$ cat src/rtl/keccak_byte_packer_pkg.sv
// Shared keccak definitions: packer FSM states
// and the final-word byte-count width.
package keccak_byte_packer_pkg;

  localparam int BNUM_W = 2;

  typedef enum logic {
    ST_ACC   = 1'b0,
    ST_FLUSH = 1'b1
  } state_e;

endpackage

$ cat src/rtl/keccak_byte_packer.sv
// Packs a framed byte stream big-endian into
// 32-bit words for the keccak controller.
module keccak_byte_packer
  import keccak_byte_packer_pkg::*;
#(
  parameter int WCNT_W = 16
) (
  input  logic              clk,
  input  logic              rst,
  input  logic              in_valid,
  input  logic [7:0]        in_data,
  input  logic              in_keep,
  input  logic              in_last,
  output logic              in_ready,
  input  logic              keccak_busy,
  output logic              keccak_en,
  output logic [31:0]       keccak_data32,
  output logic              is_last,
  output logic [BNUM_W-1:0] byte_num,
  output logic [WCNT_W-1:0] word_cnt
);

  state_e              state_q, state_d;
  logic [23:0]         acc_q, acc_d;
  logic [1:0]          cnt_q, cnt_d;
  logic                en_q, en_d;
  logic [31:0]         data_q, data_d;
  logic                last_q, last_d;
  logic [BNUM_W-1:0]   bnum_q, bnum_d;
  logic [WCNT_W-1:0]   wcnt_q, wcnt_d;

  logic                accept;
  logic [2:0]          n;
  logic [4:0]          shamt;
  logic [31:0]         word;

  assign in_ready = !rst && !keccak_busy &&
                    (state_q == ST_ACC);

  always_comb begin
    accept = in_valid && in_ready;
    n      = {1'b0, cnt_q} + {2'b00, in_keep};
    shamt  = 5'd24 - {cnt_q, 3'b000};
    // held bytes already left-aligned; drop the
    // new byte into lane cnt, unused lanes stay 0
    word   = {acc_q, 8'h00};
    if (in_keep) begin
      word = word | ({24'h0, in_data} << shamt);
    end

    state_d = state_q;
    acc_d   = acc_q;
    cnt_d   = cnt_q;
    en_d    = 1'b0;
    data_d  = data_q;
    last_d  = 1'b0;
    bnum_d  = '0;

    unique case (state_q)
      ST_FLUSH: begin
        en_d    = 1'b1;
        data_d  = 32'h0;
        last_d  = 1'b1;
        state_d = ST_ACC;
      end
      default: begin
        if (accept && in_last) begin
          en_d   = 1'b1;
          data_d = word;
          acc_d  = '0;
          cnt_d  = '0;
          if (n == 3'd4) begin
            state_d = ST_FLUSH;
          end else begin
            last_d = 1'b1;
            bnum_d = n[1:0];
          end
        end else if (accept && in_keep) begin
          if (cnt_q == 2'd3) begin
            en_d   = 1'b1;
            data_d = word;
            acc_d  = '0;
            cnt_d  = '0;
          end else begin
            acc_d = word[31:8];
            cnt_d = cnt_q + 2'd1;
          end
        end
      end
    endcase

    // count restarts once the final word is out
    wcnt_d = (last_q ? '0 : wcnt_q) +
             WCNT_W'(en_d);
  end

  always_ff @(posedge clk) begin
    if (rst) begin
      state_q <= ST_ACC;
      acc_q   <= '0;
      cnt_q   <= '0;
      en_q    <= 1'b0;
      data_q  <= '0;
      last_q  <= 1'b0;
      bnum_q  <= '0;
      wcnt_q  <= '0;
    end else begin
      state_q <= state_d;
      acc_q   <= acc_d;
      cnt_q   <= cnt_d;
      en_q    <= en_d;
      data_q  <= data_d;
      last_q  <= last_d;
      bnum_q  <= bnum_d;
      wcnt_q  <= wcnt_d;
    end
  end

  assign keccak_en     = en_q;
  assign keccak_data32 = data_q;
  assign is_last       = last_q;
  assign byte_num      = bnum_q;
  assign word_cnt      = wcnt_q;

endmodule

$ cat config.mk
export PLATFORM = sky130hd
export DESIGN_NAME = keccak_byte_packer
export DESIGN_NICKNAME = d
export VERILOG_FILES = /design/src/rtl/keccak_byte_packer_pkg.sv /design/src/rtl/keccak_byte_packer.sv
export SDC_FILE = /design/constraint.sdc
export NUM_CORES = 1
export LEC_CHECK = 0
export BUFFER_PORTS_ARGS = -buffer_cell sky130_fd_sc_hd__buf_2
export CORE_ASPECT_RATIO = 0.5
export CORE_MARGIN = 3
export CORE_UTILIZATION = 48
export CTS_CLUSTER_DIAMETER = 150
export CTS_CLUSTER_SIZE = 20
export DETAILED_ROUTE_END_ITERATION = 16
export PLACE_DENSITY = 0.74
export SETUP_SLACK_MARGIN = 0.4
export SLEW_MARGIN = 20
export SYNTH_ARGS = -nofsm -noshare
export SYNTH_HDL_FRONTEND = slang
export SYNTH_SLANG_ARGS = --single-unit
$ cat constraint.sdc
create_clock -name clk -period 2.77 [get_ports clk]
set_input_delay 0.4155 -clock clk [delete_from_list [all_inputs] [get_ports clk]]
set_output_delay 0.4155 -clock clk [all_outputs]
set_load 0.03 [all_outputs]
==> flow_metrics.tcl <==
set metrics [dict create \
    fill_cells 534 \
    crit_path_max_incr_delay_ns 0.44 \
    required_ns 3.03 \
    numCtsBuffers 9 \
    synth-seq-cells 79 \
    postSynthNetCount 355 \
    die_h_um 63.3 \
    die_w_um 121 \
    yosysTopAreaCellShare 0.502 \
    initial_core_util 0.508 \
    power.total_mw 2.38 \
    finalHoldViolations 0 \
    max-clock-path-buffers 2 \
    h-tree-depth 3 \
    ant_nets 0 \
    grt-ovfl-total 0 \
    tightestPinTransition_ns 0.734 \
    rsz0062_at_grt "no" \
    hp-start "in_last" \
    seq_area_mm2 0.00159 \
    first_iter_violations 220 \
    clkSlewWorstSetupHoldPaths_ns 0.06 \
    fin_crit_ns 2.22 \
    r2r-start "cnt_q[0]" \
    ios 67 \
    synth_area_leader_cell "dfxtp_1" \
    final_max_slew_viol_count 0 \
    cp_slowest_cell "or4_4" \
    yosysSeqAreaShare 0.502 \
    setup_viol 0 \
    whs_ns 0.355 \
    portBuffers 66 \
    synth_area_leaders "dfxtp_1 50%, a21oi_1 8.3%, a22oi_1 6.0%" \
    place_area_mm2 0.00355 \
    yosysWarnings 0 \
    hold_path.class "primary input to register" \
    area_delta_synth_final_pct 22.4 \
    place_inst 476 \
    gp_congestion 0.863 \
    core_mm2 0.00621 \
    syn_inst 336 \
    cp_data_arrival_time_ns 2.49 \
    yosys.area_share.adder 0.0199 \
    row_count 20 \
    leakage_nw 1.62 \
    setup_tns_ns 0 \
    cp-end-kind "register" \
    cts_sinks 79 \
    wl_per_cell_um 15.2 \
    outcome "complete, no violations" \
    synth.area.mux_share 0.00318 \
    grt_pass1_wl_um 12500 \
    fmax_mhz 449 \
    multiInputGateArea_mm2 0.00149 \
    power.density_mw_per_mm2 618 \
    drt-pass1-iter-count 5 \
    via_per_inst 5.53 \
    track_usage 0.206 \
    synth.cell_area_mm2 0.00315 \
    num_vias 2719 \
    syn_avg_cell_area_um2 9.38 \
    drc 0 \
    fin_nets 418 \
    clk_latency_ns 0.34 \
    crit_start "cnt_q[0]" \
    grt_max_degree 50 \
    synth_compound_area_frac 0.222 \
    design.die.area_mm2 0.00763 \
    ys_types 40 \
    wirelength_um 7460 \
    fin_area_mm2 0.00386 \
    cts_hold_repair.buffers 0 \
    cts_tree "built" \
    synth-xor-area-share 0.0250 \
    clockRootBuffer "clkbuf_16" \
    hpwl_um 5000 \
    yosys.area_share.simple 0.197 \
    crit_chain "ha_1 -> a21o_1 -> nand2_2 -> nand2b_1 -> ha_2 -> nand2_2 -> or4_4 -> or3_1 -> a21oi_1" \
    synth_top_family_by_area "compound AO/OA/AOI/OAI gates" \
    crit_fanout 8 \
    finalCritPeriodShare 0.803 \
    critPathKind "register to register" \
    peakVddDrop_v 0.000445 \
    critical_path.most_common_cell "nand2_2" \
    drive_above_1_share 0.262 \
    diodes 0 \
    r2r_slack_ns 0.55 \
    fin_cells 492 \
    finalClockSkew_ns 0.00290 \
    start_kind "register" \
    antenna_found_initial 0 \
    slew_headroom 0.510 \
    maxCapViolCount 0 \
    grt_pass1_vias 2552 \
]
cells in the final DEF, fill, tap and decap left out, types with 3 or more instances in the layout:
cell | synthesis | final
xor2_1 | 3 | 3
nand2_1 | 10 | 7
buf_2 | 2 | 66
nand3_1 | 5 | 5
nand2b_1 | 4 | 4
clkbuf_16 | 0 | 9
nor2_1 | 42 | 41
dfxtp_1 | 79 | 77
clkinvlp_4 | 0 | 3
a22oi_1 | 25 | 25
o21ai_0 | 28 | 28
a21oi_1 | 52 | 52
ha_1 | 5 | 4
nor2b_1 | 12 | 12
nor3_1 | 5 | 5
nand2_2 | 0 | 3
a22o_1 | 8 | 8
nor4b_4 | 4 | 4
xnor2_1 | 6 | 6
buf_4 | 0 | 7
Yosys cell counts:
library cell	count
nand2b_1	4
or2_2	1
buf_6	2
nand4b_1	2
o2111ai_1	1
nor4b_4	4
a21o_1	1
or4_4	1
nand4_1	1
a22oi_1	25
dfxtp_1	79
nor3_1	5
xor2_1	3
clkbuf_1	14
a311o_1	1
and3b_1	2
nor4_1	3
nand4b_4	1
or4b_4	1
inv_1	1
xnor2_1	6
a31oi_1	1
buf_2	2
a21oi_1	52
ha_1	5
nor3b_2	1
o21ai_0	28
nand3_1	5
nor3_2	1
or3_1	2
and2_1	1
and3_1	2
a21boi_0	1
and4b_1	1
nor2_1	42
mux2i_1	1
nor2b_1	12
a22o_1	8
buf_1	3
nand2_1	10
sequential cells by signal, indices dropped and copies added (netlist names):
name	count
keccak_data32	32
acc_q	24
word_cnt	16
byte_num	2
cnt_q	2
is_last	1
keccak_en	1
state_q	1
cell families after synthesis:
family,Yosys count
xor+xnor,9
buf+inv,22
fa+ha+maj,5
mux,1
compound gates,118
flops,79
simple gates,102
path summary, 6_finish.rpt:
check,endpoint,cells after the start
hold reg to reg,keccak_data32[1],1
setup / recovery,word_cnt[15],9
hold / removal,state_q,3
setup reg to reg,word_cnt[15],9
metal layers:
metal | GRT usage | routed length, um | vias to the layer above
met5 | 0 | 0 | -
met3 | 0.0592 | 411 | 16
met2 | 0.334 | 3550 | 92
met1 | 0.256 | 3330 | 1274
li1 | - | - | 1337
met4 | 0.0960 | 167 | 0
cell type report:
cell class	count	share of cell area
Sequential cell	79	0.412
Multi-Input combinational cell	235	0.387
Timing Repair Buffer	73	0.0993
Clock buffer	12	0.0639
Tap cell	88	0.0285
Clock inverter	4	0.00811
Inverter	1	0.000973
stage by stage:
step,util,setup WS [ns]
after floorplan,-,0.413
after global placement,0.573,0.444
after detailed placement,0.573,0.367
after CTS,0.618,0.499
after global routing,0.622,0.403
final,0.622,0.545
report_power, final:
| part | internal, mW | leakage, nW | switching [mW] |
|---|---|---|---|
| Clock | 0.633 | 0.125 | 0.456 |
| Combinational | 0.0392 | 0.855 | 0.0982 |
| Sequential | 1.15 | 0.640 | 0.00790 |
| Total | 1.82 | 1.62 | 0.562 |
critical path: cells and delay by family, from the launching register on:
family	cells	cell delay (ns)
compound gates	2	0.30
fa+ha+maj	2	0.39
simple gates	5	1.06
flops	1	0.39
repair_timing:
item,4_1_cts,5_1_grt
gates resized for setup,0,6
buffers inserted,0,0
endpoints found under the setup margin,0,6
Note: power is estimated with default switching activity, not from simulation.
